**src/rtl/fir_fifo_writer.sv**
```systemverilog
// Write-side producer for the dual-clock sample FIFO: a 2-entry skid buffer
// between the FIR output stream and the FIFO write port, with run/drain control.
module fir_fifo_writer #(
    parameter int unsigned DWIDTH      = 16,
    parameter int unsigned CWIDTH      = 16,
    parameter int unsigned STALL_LIMIT = 255
) (
    input  logic              wr_clk,
    input  logic              areset_n_wr,
    input  logic              enable,
    input  logic              drop_mode,
    input  logic              clr,
    input  logic [DWIDTH-1:0] s_data,
    input  logic              s_valid,
    output logic              s_ready,
    input  logic              fifo_full,
    output logic              fifo_write,
    output logic [DWIDTH-1:0] fifo_data,
    output logic              busy,
    output logic [CWIDTH-1:0] samples_written,
    output logic [CWIDTH-1:0] overflow_cnt,
    output logic              stall_err
);

    localparam int unsigned SWIDTH = $clog2(STALL_LIMIT + 1);
    localparam logic [SWIDTH-1:0] STALL_MAX = SWIDTH'(STALL_LIMIT);

    localparam logic [1:0] ST_IDLE  = 2'd0;
    localparam logic [1:0] ST_RUN   = 2'd1;
    localparam logic [1:0] ST_DRAIN = 2'd2;

    logic [1:0]        state_q, state_d;
    logic [1:0]        count_q, count_d;
    logic [DWIDTH-1:0] entry0_q, entry0_d;
    logic [DWIDTH-1:0] entry1_q, entry1_d;
    logic [CWIDTH-1:0] wr_cnt_q, wr_cnt_d;
    logic [CWIDTH-1:0] ovf_cnt_q, ovf_cnt_d;
    logic [SWIDTH-1:0] stall_cnt_q, stall_cnt_d;
    logic              stall_err_q, stall_err_d;

    logic ready_c;
    logic pop_c;
    logic push_c;
    logic drop_c;
    logic stall_c;

    // Handshake decode; s_ready depends only on registered state and the mode pin
    always_comb begin
        ready_c = (state_q == ST_RUN) && (drop_mode || (count_q != 2'd2));
        pop_c   = (count_q != 2'd0) && !fifo_full && (state_q != ST_IDLE);
        push_c  = s_valid && ready_c && (count_q != 2'd2);
        drop_c  = s_valid && ready_c && (count_q == 2'd2);
        stall_c = (count_q != 2'd0) && fifo_full && (state_q != ST_IDLE);
    end

    always_comb begin
        state_d = state_q;
        case (state_q)
            ST_IDLE:  if (enable) state_d = ST_RUN;
            ST_RUN:   if (!enable) state_d = ST_DRAIN;
            ST_DRAIN: begin
                if (enable) begin
                    state_d = ST_RUN;
                end else if (count_q == 2'd0) begin
                    state_d = ST_IDLE;
                end
            end
            default:  state_d = ST_IDLE;
        endcase
    end

    // Skid buffer: pop shifts entry1 down, push lands in the first free slot after the pop
    always_comb begin
        entry0_d = entry0_q;
        entry1_d = entry1_q;
        count_d  = count_q + 2'(push_c) - 2'(pop_c);
        if (pop_c) begin
            entry0_d = entry1_q;
        end
        if (push_c) begin
            if (count_d == 2'd1) begin
                entry0_d = s_data;
            end else begin
                entry1_d = s_data;
            end
        end
    end

    always_comb begin
        wr_cnt_d    = wr_cnt_q;
        ovf_cnt_d   = ovf_cnt_q;
        stall_cnt_d = stall_cnt_q;
        stall_err_d = stall_err_q;
        if (clr) begin
            wr_cnt_d    = '0;
            ovf_cnt_d   = '0;
            stall_cnt_d = '0;
            stall_err_d = 1'b0;
        end else begin
            if (pop_c) begin
                wr_cnt_d = wr_cnt_q + CWIDTH'(1);
            end
            if (drop_c && (ovf_cnt_q != {CWIDTH{1'b1}})) begin
                ovf_cnt_d = ovf_cnt_q + CWIDTH'(1);
            end
            if (stall_c) begin
                if (stall_cnt_q != STALL_MAX) begin
                    stall_cnt_d = stall_cnt_q + SWIDTH'(1);
                end
            end else begin
                stall_cnt_d = '0;
            end
            if (stall_c && (stall_cnt_d == STALL_MAX)) begin
                stall_err_d = 1'b1;
            end
        end
    end

    always_ff @(posedge wr_clk or negedge areset_n_wr) begin
        if (!areset_n_wr) begin
            state_q     <= ST_IDLE;
            count_q     <= 2'd0;
            entry0_q    <= '0;
            entry1_q    <= '0;
            wr_cnt_q    <= '0;
            ovf_cnt_q   <= '0;
            stall_cnt_q <= '0;
            stall_err_q <= 1'b0;
        end else begin
            state_q     <= state_d;
            count_q     <= count_d;
            entry0_q    <= entry0_d;
            entry1_q    <= entry1_d;
            wr_cnt_q    <= wr_cnt_d;
            ovf_cnt_q   <= ovf_cnt_d;
            stall_cnt_q <= stall_cnt_d;
            stall_err_q <= stall_err_d;
        end
    end

    assign s_ready         = ready_c;
    assign fifo_write      = pop_c;
    assign fifo_data       = entry0_q;
    assign busy            = (state_q != ST_IDLE);
    assign samples_written = wr_cnt_q;
    assign overflow_cnt    = ovf_cnt_q;
    assign stall_err       = stall_err_q;

endmodule

```
**config.mk**
```make
export PLATFORM = sky130hd
export DESIGN_NAME = fir_fifo_writer
export DESIGN_NICKNAME = d
export VERILOG_FILES = /design/src/rtl/fir_fifo_writer.sv
export SDC_FILE = /design/constraint.sdc
export NUM_CORES = 1
export LEC_CHECK = 0
export ABC_AREA = 1
export BUFFER_PORTS_ARGS = -buffer_cell sky130_fd_sc_hd__buf_4
export CORE_UTILIZATION = 55
export DETAILED_ROUTE_END_ITERATION = 8
export PLACE_DENSITY = 0.77
export SLEW_MARGIN = 15
export SYNTH_ARGS = -nofsm -noshare
export SYNTH_HDL_FRONTEND = slang
export SYNTH_SLANG_ARGS = --single-unit
```
**constraint.sdc**
```tcl
create_clock -name wr_clk -period 4.6 [get_ports wr_clk]
set_input_delay 0.69 -clock wr_clk [delete_from_list [all_inputs] [get_ports wr_clk]]
set_output_delay 0.69 -clock wr_clk [all_outputs]
set_load 0.005 [all_outputs]
```
==> flow_summary.yaml <==
run_status:
  status: "complete, no violations"
setup_path:
  cpPeakStageDelay_ns: 0.43
  cp.arrival_ns: 3.66
  criticalPathCategory: "reg2reg"
  startpoint: "count_q[0]"
  crit_path_top_delay_cell: "dfrtp_1"
  end_kind: "register"
  crit_path_max_fanout: 33
  cp-start-kind: "register"
  cp_cell_sequence: "nor2_1 -> nor2_1 -> nand2_2 -> inv_1 -> buf_4 -> ha_1 -> inv_1 -> ha_1 -> xnor2_2 -> xor2_2 -> nor2_4 -> inv_4 -> nand2_4 -> nand2_1 -> nand2_1"
  worstReg2RegStart: "count_q[0]"
  worstPathRequired_ns: 4.88
finish:
  fin_nets: 644
  stdcell_count: 720
  mostFrequentLayoutCells: "171 x nand2_1, 77 x dfrtp_1, 75 x buf_4"
  mostFrequentLayoutCell: "nand2_1"
  num_antenna_cells: 0
  drive_gt1_share_pct: 20.0
  areaGrowthSynthToFinish_pct: 18.2
  fill_cells: 612
global_routing:
  grt_pass1_vias: 3488
  grt_overflow: 0
  grt_usage_pct: 25.5
  antenna_found_initial: 0
  grt_pass1_wl_um: 15600
  grt_max_degree: 78
sta:
  slew_headroom_pct: 36.4
  clock.fmax_mhz: 296
  post-route-period-util_pct: 73.4
  fin_crit_ns: 3.38
  hold_viol_final: 0
  setup_viol: 0
  worst_pin_slew_ns: 0.954
  tns_ns: 0
  slew_viol_final: 0
  clock_skew_ns: 0.00828
  rsz0062_at_grt: "false"
cts:
  htreeDepth: 3
  cts_resized: 0
  cts_buffers: 9
  clk_pin_slew_ns: 0.08
  cts_sinks: 77
  post-cts-setup-buffers: 0
  cts-root-buf: "clkbuf_8"
  cts_tree: "built"
  clockBufferDepth: 2
  ctsHoldBuffers: 0
  clock_latency_ns: 0.35
drt:
  viasPerCell: 5.32
  wl_per_cell_um: 13.2
  totalWireLength_um: 9520
  vias: 3833
  first_pass_iters: 5
  route.detailed.drc: 0
  ant_nets: 0
  drt_iter0_markers: 208
pwr:
  ir_drop_v: 0.000365
  cell_internal_pwr_mw: 1.34
  clkPwrFrac_pct: 23.7
  p_per_area_mw_per_mm2: 428
  seqPwrFrac_pct: 42.7
  p_sw_mw: 0.792
  p_leak_nw: 2.48
  swShare_pct: 37.2
  p_comb_share_pct: 33.6
logic_synthesis:
  synth_top_area_share_pct: 45.8
  syn_area_mm2: 0.00421
  yosys.area.top_type: "dfrtp_1"
  yosysSeqAreaShare_pct: 45.8
  syn-instance-count: 548
  netlist_top_cells_area: "dfrtp_1 46%, nand2_1 15%, nand3_1 7.2%"
  yosysWarningCount: 0
  ys_types: 37
  synth-seq-cells: 77
  syn_avg_cell_area_um2: 7.69
  synth_nets: 576
min_path:
  min-delay-path-class: "reg2reg"
  hp-start: "entry1_q[0]"
flow_run:
  drv_cap: 0
placed_design:
  dpl.hpwl_um: 6670
  place.gp.congestion: 0.842
  dp.cells: 704
  io_buffers: 74
floorplan:
  die_h_um: 89.5
  rows: 31
  core_area_mm2: 0.00733
  start_util_pct: 57.5
  fp.dieArea_mm2: 0.00801
  io_pins: 75
  die_w_um: 89.5
## worst max-delay path: cells and delay by family, from the launching register on
family,cells,cell delay (ns)
AND/OR/NAND/NOR,7,1.45
buffers and inverters,4,0.60
adder cells (fa/ha/maj),2,0.50
flip-flops,1,0.43
XOR/XNOR,2,0.33
## cell type report
type                    count  area, µm²  area share, %
multi-input cells         399       1970           39.5
flip-flops and latches     77       1930           38.7
repair buffers             75        563           11.3
inverters                  54        205           4.12
clock buffers              12        145           2.92
well taps                  99        124           2.49
clock inverters             4       47.5          0.955
## synthesized netlist by cell type, drive strengths merged
master and n:
nand2 177, dfrtp 77, nand3 64, inv 54, nor2 53, o21ai 40, nor3 17, buf 15
a21oi 11, nand4 11, xor2 9, ha 5, clkbuf 3, xnor2 3, nand3b 2, o31ai 2
a2111oi 1, and2 1, nor4 1, o21bai 1, or2 1
## worst paths after layout
path	cells after the start	slack (ns)	end
max in group asynchronous	1	3.50	entry1_q[11]
max reg2reg	15	1.22	entry1_q[5]
min reg2reg	2	0.48	entry1_q[0]
max	15	1.22	entry1_q[5]
min in group asynchronous	1	0.50	samples_written[7]
min	2	0.48	entry1_q[0]
## kinds of logic (layout without fill, tap and decap cells)
| group | after synthesis | count (layout) | synth area share [%] |
|---|---|---|---|
| XOR/XNOR | 12 | 12 | 2.85 |
| adder cells (fa/ha/maj) | 5 | 5 | 1.49 |
| flip-flops | 77 | 77 | 45.8 |
| AO/OA/AOI/OAI | 55 | 55 | 7.25 |
| AND/OR/NAND/NOR | 327 | 327 | 35.1 |
| buffers and inverters | 72 | 145 | 7.55 |
## state kept, by name, indices dropped and copies added, names as in the netlist
signal	count
entry1_q	16
fifo_data	16
overflow_cnt	16
samples_written	16
stall_cnt_q	8
count_q	2
state_q	2
stall_err	1
## power groups by stage
stage,Clock (mW),Combinational [mW],Sequential (mW)
final,0.505,0.717,0.909
after CTS,0.516,0.718,0.909
after global placement,0,0.687,0.916
after floorplan,0,0.524,0.906
after global routing,0.540,0.809,0.924
after detailed placement,0,0.718,0.917
## metrics by stage
stage / total power [mW] / area (µm²) / utilization (%) / hold WS [ns] / worst slack [ns]
final: 2.13 / 4980 / 67.9 / 0.480 / 1.22
after global routing: 2.27 / 4980 / 67.9 / 0.487 / 0.877
after CTS: 2.14 / 4980 / 67.9 / 0.478 / 1.24
after detailed placement: 1.64 / 4790 / 65.3 / 0.459 / 1.06
after global placement: 1.60 / 4790 / 65.3 / 0.456 / 1.19
after floorplan: 1.43 / 4210 / - / 0.394 / 1.84
## metal layers
| metal | up-vias | part of all wire, % | GRT usage (%) |
|---|---|---|---|
| met3 | 17 | 4.4 | 3.14 |
| met1 | 1794 | 46 | 34.2 |
| li1 | 1904 | - | - |
| met4 | 0 | 1.9 | 9.52 |
| met5 | - | 0 | 0 |
| met2 | 118 | 48 | 42.5 |
Note: power is estimated with default switching activity, not from simulation.
